[src/rtl/video_timing_ctrl.sv]
// video_timing_ctrl: raster timing generator for the ray-tracer display path.
// Produces hsync/vsync/blank strobes and visible pixel coordinates, and runs a
// one-line-ahead request/ready handshake with the line producer, flagging any
// line that was not delivered before its predecessor finished scanning out.
// Optional build macro VTC_UNDERFLOW_CNT_EN adds a saturating 16-bit
// underflow_cnt output; without it only the sticky underflow flag exists.
module video_timing_ctrl #(
   parameter int H_ACTIVE = 640,
   parameter int H_FP     = 16,
   parameter int H_SYNC   = 96,
   parameter int H_BP     = 48,
   parameter int V_ACTIVE = 480,
   parameter int V_FP     = 10,
   parameter int V_SYNC   = 2,
   parameter int V_BP     = 33,
   parameter bit SYNC_POL = 1'b0
) (
   input  logic        clock,
   input  logic        reset_n,
   input  logic        enable,
   output logic        vo_hsync,
   output logic        vo_vsync,
   output logic        vo_blank_,
   output logic [15:0] pix_x,
   output logic [15:0] pix_y,
   output logic        frame_start,
   output logic        line_req_valid,
   output logic [15:0] line_req_y,
   input  logic        line_req_ready,
   output logic        underflow
`ifdef VTC_UNDERFLOW_CNT_EN
   ,
   output logic [15:0] underflow_cnt
`endif
);

   localparam int H_TOTAL = H_ACTIVE + H_FP + H_SYNC + H_BP;
   localparam int V_TOTAL = V_ACTIVE + V_FP + V_SYNC + V_BP;

   localparam logic [15:0] H_ACT_L    = 16'(H_ACTIVE);
   localparam logic [15:0] H_SYNC_BEG = 16'(H_ACTIVE + H_FP);
   localparam logic [15:0] H_SYNC_END = 16'(H_ACTIVE + H_FP + H_SYNC);
   localparam logic [15:0] H_LAST     = 16'(H_TOTAL - 1);
   localparam logic [15:0] V_ACT_L    = 16'(V_ACTIVE);
   localparam logic [15:0] V_SYNC_BEG = 16'(V_ACTIVE + V_FP);
   localparam logic [15:0] V_SYNC_END = 16'(V_ACTIVE + V_FP + V_SYNC);
   localparam logic [15:0] V_LAST     = 16'(V_TOTAL - 1);

   // Counters are 16 bits wide, so the totals must fit.
   if (H_TOTAL > 65535) begin : g_h_total_check
      $error("video_timing_ctrl: H_TOTAL must not exceed 65535");
   end
   if (V_TOTAL > 65535) begin : g_v_total_check
      $error("video_timing_ctrl: V_TOTAL must not exceed 65535");
   end

   typedef enum logic [1:0] {
      IDLE,
      REQ,
      DONE
   } req_state_t;

   req_state_t  state;
   logic [15:0] h_cnt;
   logic [15:0] v_cnt;
   logic [15:0] v_inc;
   logic [15:0] next_line;
   logic        next_vis;
   logic        h_last;
   logic        v_last;
   logic        visible;
   logic        hsync_act;
   logic        vsync_act;
   logic        req_start;
   logic        req_expire;

   // Decode the current raster position and work out which line comes next.
   always_comb begin
      v_inc      = v_cnt + 16'd1;
      h_last     = (h_cnt == H_LAST);
      v_last     = (v_cnt == V_LAST);
      visible    = (h_cnt < H_ACT_L) && (v_cnt < V_ACT_L);
      hsync_act  = (h_cnt >= H_SYNC_BEG) && (h_cnt < H_SYNC_END);
      vsync_act  = (v_cnt >= V_SYNC_BEG) && (v_cnt < V_SYNC_END);
      next_vis   = 1'b0;
      next_line  = 16'd0;
      if (v_inc < V_ACT_L) begin
         next_vis  = 1'b1;
         next_line = v_inc;
      end else if (v_last) begin
         next_vis  = 1'b1;
         next_line = 16'd0;
      end
      req_start  = (h_cnt == H_ACT_L) && next_vis;
      req_expire = (state == REQ) && !line_req_ready && h_last;
   end

   // Raster counters; disabling parks them at the origin so a restart begins a fresh frame.
   always_ff @(posedge clock or negedge reset_n) begin
      if (!reset_n) begin
         h_cnt <= 16'd0;
         v_cnt <= 16'd0;
      end else if (!enable) begin
         h_cnt <= 16'd0;
         v_cnt <= 16'd0;
      end else if (h_last) begin
         h_cnt <= 16'd0;
         v_cnt <= v_last ? 16'd0 : v_inc;
      end else begin
         h_cnt <= h_cnt + 16'd1;
      end
   end

   // Registered video strobes and coordinates, one cycle behind the counters.
   always_ff @(posedge clock or negedge reset_n) begin
      if (!reset_n) begin
         vo_hsync    <= !SYNC_POL;
         vo_vsync    <= !SYNC_POL;
         vo_blank_   <= 1'b0;
         pix_x       <= 16'd0;
         pix_y       <= 16'd0;
         frame_start <= 1'b0;
      end else if (!enable) begin
         vo_hsync    <= !SYNC_POL;
         vo_vsync    <= !SYNC_POL;
         vo_blank_   <= 1'b0;
         pix_x       <= 16'd0;
         pix_y       <= 16'd0;
         frame_start <= 1'b0;
      end else begin
         vo_hsync    <= hsync_act ? SYNC_POL : !SYNC_POL;
         vo_vsync    <= vsync_act ? SYNC_POL : !SYNC_POL;
         vo_blank_   <= visible;
         pix_x       <= visible ? h_cnt : 16'd0;
         pix_y       <= visible ? v_cnt : 16'd0;
         frame_start <= (h_cnt == 16'd0) && (v_cnt == 16'd0);
      end
   end

   // Line request FSM: ask for the next visible line at end of active video, expire at end of line.
   always_ff @(posedge clock or negedge reset_n) begin
      if (!reset_n) begin
         state          <= IDLE;
         line_req_valid <= 1'b0;
         line_req_y     <= 16'd0;
         underflow      <= 1'b0;
      end else if (!enable) begin
         state          <= IDLE;
         line_req_valid <= 1'b0;
      end else begin
         case (state)
            IDLE: begin
               if (req_start) begin
                  state          <= REQ;
                  line_req_valid <= 1'b1;
                  line_req_y     <= next_line;
               end
            end
            REQ: begin
               if (line_req_ready) begin
                  line_req_valid <= 1'b0;
                  state          <= h_last ? IDLE : DONE;
               end else if (h_last) begin
                  line_req_valid <= 1'b0;
                  underflow      <= 1'b1;
                  state          <= IDLE;
               end
            end
            DONE: begin
               if (h_last) begin
                  state <= IDLE;
               end
            end
            default: begin
               state          <= IDLE;
               line_req_valid <= 1'b0;
            end
         endcase
      end
   end

`ifdef VTC_UNDERFLOW_CNT_EN
   // Saturating count of expired line requests.
   always_ff @(posedge clock or negedge reset_n) begin
      if (!reset_n) begin
         underflow_cnt <= 16'd0;
      end else if (enable && req_expire && (underflow_cnt != 16'hFFFF)) begin
         underflow_cnt <= underflow_cnt + 16'd1;
      end
   end
`endif

endmodule

[config.mk]
export PLATFORM = sky130hd
export DESIGN_NAME = video_timing_ctrl
export DESIGN_NICKNAME = d
export VERILOG_FILES = /design/src/rtl/video_timing_ctrl.sv
export SDC_FILE = /design/constraint.sdc
export NUM_CORES = 1
export LEC_CHECK = 0
export BUFFER_PORTS_ARGS = -buffer_cell sky130_fd_sc_hd__buf_2
export CAP_MARGIN = 20
export CORE_ASPECT_RATIO = 0.5
export CORE_MARGIN = 3
export CORE_UTILIZATION = 61
export DETAILED_ROUTE_END_ITERATION = 8
export PLACE_DENSITY = 0.84
export SLEW_MARGIN = 20
export SYNTH_ARGS = -nofsm -noshare
export SYNTH_HDL_FRONTEND = slang
export SYNTH_SLANG_ARGS = --single-unit
[constraint.sdc]
create_clock -name clock -period 6.25 [get_ports clock]
set_clock_uncertainty 0.05 [all_clocks]
set_input_delay 0.9375 -clock clock [delete_from_list [all_inputs] [get_ports clock]]
set_output_delay 0.9375 -clock clock [all_outputs]
set_load 0.005 [all_outputs]
==> flow_metrics.tcl, run 1 <==
set metrics [dict create \
    synthXorXnorAreaFrac 0.04900 \
    synthSimpleGateAreaFrac 0.2243 \
    crit_chain "or4_1, nor4_4, nand4_1, mux2i_1" \
    synth_fa_ha_area_frac 0.01273 \
    cts_buffers 9 \
    antenna_found_initial 0 \
    instances_no_fill 518 \
    syn_avg_cell_area_um2 10.72 \
    drv_slew 0 \
    dieHeight_um 62.78 \
    syn_to_final_growth_pct 17.56 \
    yosysTopAreaCell "dfrtp_1" \
    cts_tree "yes" \
    synth_seq_area_share 0.5606 \
    crit_path_max_fanout 10 \
    io_pins 58 \
    cts_max_path_buffers 2 \
    ys_top_cells_by_area "dfrtp_1 (55%), and2_1 (3.8%), xor2_1 (2.9%), nand2_1 (2.8%), nor2_1 (2.7%)" \
    diodes 0 \
    drc 0 \
    grt_max_degree 89 \
    period_share 0.4697 \
    ctsRootBufferMaster "clkbuf_16" \
    synth_warnings 0 \
    synth_edf_count 0 \
    cap_viol_max_count 0 \
    nets 437 \
    synth_compound_area_frac 0.09481 \
    cts_resized 0 \
    num_rows 19 \
    r2r_slack_ns 3.31 \
    drive_gt1_frac 0.2005 \
    die-area_mm2 0.007505 \
    vias 3024 \
    core-area_mm2 0.005848 \
    synthArstFlopShare 1.000 \
    crit_path_end_kind "flip-flop" \
    crit_family "simple AND/OR/NAND/NOR gates" \
    h-tree-depth 3 \
    rsz0062_at_grt "false" \
    cp_num_buf_inv 0 \
    synth_top_family_by_area "simple AND/OR/NAND/NOR gates" \
    setup_viol 0 \
    crit_type "flip-flop to flip-flop" \
    synth-seq-cells 88 \
    hp-class "flip-flop to flip-flop" \
    final_antenna_net_count 0 \
    synth_cell_types 51 \
    cts_setup_buffers 0 \
    dp_cells 502 \
    die_w_um 119.6 \
    critical_path_cell_count 4 \
    wl_um 8663 \
    leakagePower_nw 2.287 \
    holdPathStages 1 \
    clkLatencyLatePin_ns 0.34 \
    synth-main-ff-cell "dfrtp_1" \
    drtIter0Drc 251 \
    synth_mux_area_frac 0.02291 \
    worst-r2r-cell-count 4 \
    grtUsageTotal 0.2469 \
    overflow 0 \
    slowest_delay_ns 0.69 \
    clock_sinks 88 \
    dr.pass1.iters 5 \
    wl_per_cell_um 16.72 \
    cp-start-kind "flip-flop" \
    grt_pass1_vias 2980 \
    required_ns 6.45 \
    synth_area_mm2 0.003933 \
    port-buffer-count 57 \
    start_util 0.6724 \
    grt_pass1_wl_um 14490 \
    clkSlewWorstSetupHoldPaths_ns 0.06 \
    holdBufCountCts 0 \
    ir_drop_v 0.0002391 \
    cp_slowest_cell "nand4_1" \
    worst_pin_slew_ns 1.144 \
    fmax_ghz 0.3406 \
    period_needed_ns 2.936 \
    avgViaCountPerCell 5.838 \
    p_per_area_mw_per_mm2 259.3 \
    maxSlewHeadroom 0.2365 \
    worstPathArrival_ns 3.13 \
    syn_inst 367 \
    synth_top_area_frac 0.5472 \
    gp_congestion 0.8853 \
    finalHoldViolations 0 \
    hpwlAfterDp_um 5726 \
    finalSetupTns_ns 0 \
    status "completed" \
]
[registers in the layout, summed over array words and instances, names as in the netlist]
signal,cells
h_cnt,16
line_req_y,16
pix_x,16
pix_y,16
v_cnt,16
state,2
frame_start,1
line_req_valid,1
underflow,1
vo_blank_,1
vo_hsync,1
vo_vsync,1
[logic make-up (layout without fill, tap and decap cells)]
| kind of cell | after synthesis | in the layout |
|---|---|---|
| other | 1 | 13 |
| AOI/OAI and AO/OA | 58 | 58 |
| buffers and inverters | 30 | 85 |
| DFF | 88 | 88 |
| and+or+nand+nor | 155 | 155 |
| xor gates and xnor gates | 22 | 22 |
| adders and majority gates | 4 | 4 |
| muxes | 9 | 9 |
[synthesized netlist by cell type (4+ instances only)]
cell       n
a21boi_0   7
inv_1     11
nand4_1    7
o21ai_0   19
mux2i_1    9
clkbuf_1   7
xor2_1    13
a21oi_1    6
or3_1      4
and3_1     8
nand3_1   16
nor2_1    28
nand2_1   29
nor3_1     9
o31ai_1    5
ha_1       4
nor2b_1    5
buf_2     10
dfrtp_1   86
and2_1    24
xnor2_1    9
o21ai_1    6
[through the flow]
stage / area (um2) / setup WS [ns] / hold slack (ns) / util / power [mW]
floorplan: 3978 / 3.972 / 0.4102 / - / 0.6043
global placement: 4289 / 3.391 / 0.4005 / 0.7334 / 0.6251
detailed placement: 4289 / 3.308 / 0.4091 / 0.7334 / 0.6266
CTS: 4616 / 3.303 / 0.4239 / 0.7893 / 1.211
global route: 4623 / 3.111 / 0.4880 / 0.7905 / 1.245
finish: 4623 / 3.314 / 0.4196 / 0.7905 / 1.199
[metal layers]
metal / wire (um) / vias up / part of all wire / GRT usage
met5: 0 / - / 0 / 0
met4: 162 / 0 / 0.019 / 0.09130
met3: 576 / 15 / 0.066 / 0.07505
met2: 4209 / 150 / 0.49 / 0.4010
met1: 3714 / 1472 / 0.43 / 0.3163
li1: - / 1387 / - / -
[final cells by class]
class,count,area (um2)
clock buffer,9,225.2
clock inverter,7,101.3
fill,388,1225
inverter,11,41.29
multi-input combinational,261,1647
sequential,88,2205
tap,84,105.1
timing repair buffer,58,299.0
[where the power goes]
group | total (mW) | switching (mW) | internal, mW
Combinational | 0.0357 | 0.0256 | 0.0101
Sequential | 0.581 | 0.00338 | 0.577
Clock | 0.582 | 0.227 | 0.355
Total | 1.20 | 0.256 | 0.942
[worst register-to-register path, cell delays in order (launching register included)]
cell	delay (ns)
dfrtp_1	0.45
or4_1	0.67
nor4_4	0.63
nand4_1	0.69
mux2i_1	0.35
[worst paths after layout]
| path | from | to |
|---|---|---|
| worst max-delay path | h_cnt[10] | line_req_y[5] |
| worst min-delay path | underflow | underflow |
| worst max register to register | h_cnt[10] | line_req_y[5] |
| worst min register to register | underflow | underflow |
| max in group asynchronous | reset_n | v_cnt[14] |
| min in group asynchronous | reset_n | h_cnt[1] |
[placed cells by master (no fill, tap or decap), drive strengths merged, types with 10 or more instances in the layout]
master / instances
nor2: 29
o21ai: 25
nor3: 10
inv: 14
buf: 58
dfrtp: 86
conb: 13
xor2: 13
nand2: 29
and2: 24
nand3: 17
Note: power is estimated with default switching activity, not from simulation.
==> run 2: changes to the inputs <==
--- a/config.mk
+++ b/config.mk
@@ -9,9 +9,9 @@
 export CAP_MARGIN = 20
 export CORE_ASPECT_RATIO = 0.5
 export CORE_MARGIN = 3
-export CORE_UTILIZATION = 61
+export CORE_UTILIZATION = 57
 export DETAILED_ROUTE_END_ITERATION = 8
-export PLACE_DENSITY = 0.84
+export PLACE_DENSITY = 0.8
 export SLEW_MARGIN = 20
 export SYNTH_ARGS = -nofsm -noshare
 export SYNTH_HDL_FRONTEND = slang
==> constraint.sdc (replaced) <==
create_clock -name clock -period 3 [get_ports clock]
set_clock_uncertainty 0.05 [all_clocks]
set_input_delay 0.45 -clock clock [delete_from_list [all_inputs] [get_ports clock]]
set_output_delay 0.45 -clock clock [all_outputs]
set_load 0.005 [all_outputs]
==> flow_metrics.tcl, run 2 (synthesized netlist as in run 1, its figures left out) <==
set metrics [dict create \
    status "completed" \
    drtIter0Drc 233 \
    core-area_mm2 0.006356 \
    cp_slowest_cell "or4_4" \
    drive_gt1_frac 0.2127 \
    wl_um 8467 \
    crit_chain "or3_1, or4_4, nor3_1, nand2_1, nand2_1, mux2i_1" \
    overflow 0 \
    leakagePower_nw 2.305 \
    grt_busiest_layer "met2" \
    power.share.sequential 0.513 \
    ctsRootBufferMaster "clkbuf_16" \
    comb_power_share 0.032 \
    setup_viol 0 \
    hp-class "primary input to async pin" \
    grtUsageTotal 0.2374 \
    crit_path_end_kind "flip-flop" \
    switchingPower_mw 0.5402 \
    crit_path_max_fanout 10 \
    wl_per_cell_um 15.98 \
    holdBufCountCts 0 \
    gp_congestion 0.8940 \
    cp-start-kind "flip-flop" \
    required_ns 3.18 \
    die_w_um 123.5 \
    fmax_ghz 0.4015 \
    nets 445 \
    cts_buffers 9 \
    h-tree-depth 3 \
    dp_cells 513 \
    period_needed_ns 2.491 \
    clkLatencyLatePin_ns 0.35 \
    diodes 0 \
    slowest_delay_ns 0.49 \
    avgViaCountPerCell 5.677 \
    die-area_mm2 0.007993 \
    use_met3 0.07149 \
    grt_pass1_vias 2909 \
    worstPathArrival_ns 2.67 \
    vias 3009 \
    finalHoldViolations 0 \
    dr.pass1.iters 5 \
    grt_pass1_wl_um 14330 \
    layout_commonest_cell "dfrtp_1" \
    most-common-layout-cells "dfrtp_1 (86), buf_2 (56), nand2_1 (29), nor2_1 (28), and2_1 (24)" \
    nFillCells 467 \
    cts_tree "yes" \
    antenna_found_initial 0 \
    syn_to_final_growth_pct 18.23 \
    cts_resized 0 \
    worst_pin_slew_ns 0.7731 \
    crit_family "simple AND/OR/NAND/NOR gates" \
    cp_num_buf_inv 0 \
    crit_type "flip-flop to flip-flop" \
    port-buffer-count 57 \
    cts_max_path_buffers 2 \
    ir_drop_v 0.0003439 \
    period_share 0.8302 \
    switching_share 0.2289 \
    clkSlewWorstSetupHoldPaths_ns 0.06 \
    cap_viol_max_count 0 \
    grt_max_degree 89 \
    hpwlAfterDp_um 5969 \
    pwr-share-clk 0.455 \
    dieHeight_um 64.74 \
    rsz0062_at_grt "false" \
    cp_common_cell "nand2_1" \
    p_total_mw 2.360 \
    finalSetupTns_ns 0 \
    io_pins 58 \
    num_rows 20 \
    drc 0 \
    grtUsageMet1 0.3063 \
    final_antenna_net_count 0 \
    drv_slew 0 \
    instances_no_fill 530 \
    maxSlewHeadroom 0.4846 \
    start_util 0.6187 \
    p_per_area_mw_per_mm2 507.5 \
    intPower_mw 1.820 \
    clock_sinks 88 \
    use_met2 0.3834 \
]
-- run 2: final cells by class --
class                           count  area (um2)  area share
Tap cell                           88       110.1     0.02368
Clock buffer                       10       239.0     0.05140
Clock inverter                      6       52.55     0.01130
Multi-Input combinational cell    261        1643      0.3533
Sequential cell                    88        2205      0.4742
Timing Repair Buffer               66       359.1     0.07723
Inverter                           11       41.29    0.008881
-- run 2: path summary, 6_finish.rpt --
| check | start | endpoint | slack (ns) | depth (start not counted) |
|---|---|---|---|---|
| max | v_cnt[13] | line_req_y[2] | 0.51 | 6 |
| max in group asynchronous | reset_n | v_cnt[1] | 2.27 | 1 |
| max reg2reg | v_cnt[13] | line_req_y[2] | 0.51 | 6 |
| min | reset_n | v_cnt[10] | 0.07 | 1 |
| min reg2reg | underflow | underflow | 0.44 | 1 |
| min in group clock | line_req_ready | state[1] | 0.37 | 3 |
-- run 2: power by group through the flow --
| stage | combinational [mW] | clock, mW | sequential (mW) |
|---|---|---|---|
| 2_1_floorplan | 0.0257 | 0 | 1.23 |
| 3_3_place_gp | 0.0749 | 0 | 1.23 |
| 3_5_place_dp | 0.0770 | 0 | 1.23 |
| 4_1_cts | 0.0775 | 1.09 | 1.21 |
| 5_1_grt | 0.0881 | 1.15 | 1.21 |
| 6_report | 0.0763 | 1.07 | 1.21 |
-- run 2: metrics by stage --
stage | cell area [um2] | setup slack, ns | util | hold WS [ns]
2_1_floorplan | 3978 | 0.7225 | - | 0.1044
3_3_place_gp | 4347 | 0.4707 | 0.6839 | 0.3974
3_5_place_dp | 4347 | 0.3268 | 0.6839 | 0.4302
4_1_cts | 4638 | 0.2974 | 0.7297 | 0.2838
5_1_grt | 4649 | 0.3357 | 0.7315 | 0.1652
6_report | 4649 | 0.5095 | 0.7315 | 0.07388
-- run 2: metal layers --
| metal | share of wire | vias up |
|---|---|---|
| met3 | 0.076 | 18 |
| met4 | 0.019 | 0 |
| met1 | 0.43 | 1453 |
| met5 | 0 | - |
| li1 | - | 1407 |
| met2 | 0.47 | 131 |
-- run 2: repair_timing --
action,CTS,global route
endpoints found under the hold margin,0,0
endpoints found under the setup margin,0,1
setup buffers,0,1
==> run 3: changes to the inputs <==
--- a/config.mk
+++ b/config.mk
@@ -5,13 +5,14 @@
 export SDC_FILE = /design/constraint.sdc
 export NUM_CORES = 1
 export LEC_CHECK = 0
+export ABC_AREA = 1
 export BUFFER_PORTS_ARGS = -buffer_cell sky130_fd_sc_hd__buf_2
 export CAP_MARGIN = 20
 export CORE_ASPECT_RATIO = 0.5
 export CORE_MARGIN = 3
-export CORE_UTILIZATION = 57
+export CORE_UTILIZATION = 51
 export DETAILED_ROUTE_END_ITERATION = 8
-export PLACE_DENSITY = 0.8
+export PLACE_DENSITY = 0.75
 export SLEW_MARGIN = 20
 export SYNTH_ARGS = -nofsm -noshare
 export SYNTH_HDL_FRONTEND = slang
==> constraint.sdc (replaced) <==
create_clock -name clock -period 2.15 [get_ports clock]
set_clock_uncertainty 0.05 [all_clocks]
set_input_delay 0.3225 -clock clock [delete_from_list [all_inputs] [get_ports clock]]
set_output_delay 0.3225 -clock clock [all_outputs]
set_load 0.005 [all_outputs]
==> flow_metrics.tcl, run 3 <==
set metrics [dict create \
    cap_viol_max_count 0 \
    die-area_mm2 0.008856 \
    nFillCells 542 \
    cts_buffers 9 \
    setup_viol 0 \
    dr.pass1.iters 6 \
    port-buffer-count 57 \
    hp-class "primary input to flip-flop" \
    most-common-layout-cells "nand2_1 (89), dfrtp_1 (84), inv_1 (63), buf_2 (56), nor2_1 (46)" \
    die_w_um 130.1 \
    r2r_end "line_req_y[0]" \
    yosysMostFrequentCell "nand2_1" \
    core-area_mm2 0.007068 \
    synth_cell_types 37 \
    grtUsageTotal 0.2229 \
    diodes 0 \
    drtIter0Drc 341 \
    ir_drop_v 0.0004636 \
    p_per_area_mw_per_mm2 711.7 \
    nets 540 \
    synth_edf_count 0 \
    synth_seq_area_share 0.5611 \
    layout_commonest_cell "nand2_1" \
    grt_max_degree 45 \
    dieHeight_um 68.06 \
    start_util 0.5559 \
    overflow 0 \
    gp_congestion 0.9599 \
    cp-start-kind "flip-flop" \
    synth_commonest_cells "nand2_1 (89), dfrtp_1 (86), inv_1 (63)" \
    wl_per_cell_um 14.39 \
    synthArstFlopShare 1.000 \
    intPower_mw 2.755 \
    synth-seq-cells 88 \
    hpwlAfterDp_um 6432 \
    avgViaCountPerCell 5.248 \
    syn_avg_cell_area_um2 8.949 \
    switching_share 0.2064 \
    pwr-share-clk 0.480 \
    vias 3296 \
    synth_warnings 0 \
    ys_top_cells_by_area "dfrtp_1 (55%), nand2_1 (8.5%), inv_1 (6.0%), nor2_1 (4.7%), nand3_1 (3.7%)" \
    antenna_found_initial 0 \
    maxSlewHeadroom 0.6299 \
    finalHoldViolations 0 \
    comb_power_share 0.034 \
    fin_hold_ws_ns 0.1800 \
    crit_path_end_kind "flip-flop" \
    fmax_ghz 0.4901 \
    r2r_slack_ns 0.11 \
    grt_pass1_wl_um 14880 \
    period_share 0.9490 \
    io_pins 58 \
    switchingPower_mw 0.7166 \
    leakagePower_nw 2.535 \
    worstPathArrival_ns 2.22 \
    final_antenna_net_count 0 \
    r2r_start "v_cnt[0]" \
    cts_tree "yes" \
    setup_slack_ns 0.1097 \
    drv_slew 0 \
    power.share.sequential 0.486 \
    required_ns 2.33 \
    num_rows 21 \
    holdPathStages 3 \
    crit_path_max_fanout 14 \
    ctsRootBufferMaster "clkbuf_16" \
    wl_um 9035 \
    synth_area_mm2 0.003929 \
    syn_inst 439 \
    period_needed_ns 2.040 \
    worst_pin_slew_ns 0.5551 \
    yosysTopAreaCell "dfrtp_1" \
    hp-start "line_req_ready" \
    crit_start "v_cnt[0]" \
    clkSlewWorstSetupHoldPaths_ns 0.06 \
    worst-r2r-cell-count 12 \
    drive_gt1_frac 0.2537 \
    status "completed" \
    synth-main-ff-cell "dfrtp_1" \
    h-tree-depth 3 \
    drc 0 \
    crit_type "flip-flop to flip-flop" \
    endpoint "line_req_y[0]" \
    clkLatencyLatePin_ns 0.35 \
    grt_pass1_vias 3156 \
    cts_max_path_buffers 2 \
    clock_sinks 88 \
    place_ws_ns 0.06443 \
    synth_top_area_frac 0.5478 \
    syn_to_final_growth_pct 24.14 \
]
[run 3: cell families after synthesis]
logic type      count (synthesis)  synth area share
flops                          88            0.5611
xor+xnor                        2          0.004459
other cells                     1         0.0009545
buf+inv                        74           0.07579
fa+ha+maj                       4           0.01274
compound gates                 45           0.07197
simple gates                  225            0.2729
[run 3: metrics by stage]
| stage | power (mW) | TNS (ns) | utilization | area [um2] | cells |
|---|---|---|---|---|---|
| 2_1_floorplan | 1.759 | 0 | - | 3974 | 451 |
| 3_3_place_gp | 1.831 | 0 | 0.6320 | 4467 | 608 |
| 3_5_place_dp | 1.834 | 0 | 0.6320 | 4467 | 608 |
| 4_1_cts | 3.503 | 0 | 0.6787 | 4797 | 624 |
| 5_1_grt | 3.591 | -0.6810 | 0.6900 | 4877 | 628 |
| 6_report | 3.471 | 0 | 0.6900 | 4877 | 628 |
[run 3: metal layers]
| metal | GRT usage | up-vias | share of wire |
|---|---|---|---|
| met5 | 0 | - | 0 |
| met4 | 0.1036 | 0 | 0.025 |
| met3 | 0.07482 | 22 | 0.069 |
| met2 | 0.3482 | 103 | 0.47 |
| met1 | 0.2848 | 1585 | 0.44 |
| li1 | - | 1586 | - |
[run 3: layout make-up]
class / instances / area (um2) / area share
clock buffer: 10 / 239.0 / 0.04900
sequential: 88 / 2207 / 0.4525
clock inverter: 5 / 81.33 / 0.01668
timing repair buffer: 80 / 475.5 / 0.09749
multi-input combinational: 289 / 1519 / 0.3114
tap: 92 / 115.1 / 0.02360
inverter: 64 / 240.2 / 0.04926
[run 3: power groups by stage]
stage / registers, mW / clock network (mW) / logic, mW
after floorplan: 1.72 / 0 / 0.0394
after global placement: 1.72 / 0 / 0.115
after detailed placement: 1.72 / 0 / 0.116
after CTS: 1.69 / 1.70 / 0.118
after global routing: 1.69 / 1.77 / 0.135
final: 1.69 / 1.67 / 0.116
[run 3: worst min-delay path by stage]
stage | to | slack, ns
final | state[1] | 0.18
after global routing | state[1] | 0.18
after CTS | state[1] | 0.17
after detailed placement | pix_x[11] | 0.30
after global placement | pix_x[7] | 0.29
after floorplan | frame_start | -0.02
[run 3: critical path, stage by stage, from the launching register on]
cell and delay, ns:
dfrtp_1 0.44, inv_1 0.18, nor2_4 0.19, nand2_2 0.10, o21ai_2 0.19, nand3_2 0.11
nor2_4 0.15, nand2_4 0.09, nand2_4 0.07, nand3_4 0.08, buf_12 0.16, nand2_1 0.07
o21ai_2 0.05
[run 3: timing repair]
| item | CTS | global route |
|---|---|---|
| resized for setup | 0 | 12 |
| hold endpoints to repair | 38 | 0 |
| buffers inserted | 0 | 4 |
| hold buffers | 1 | 0 |
| endpoints found under the setup margin | 0 | 39 |
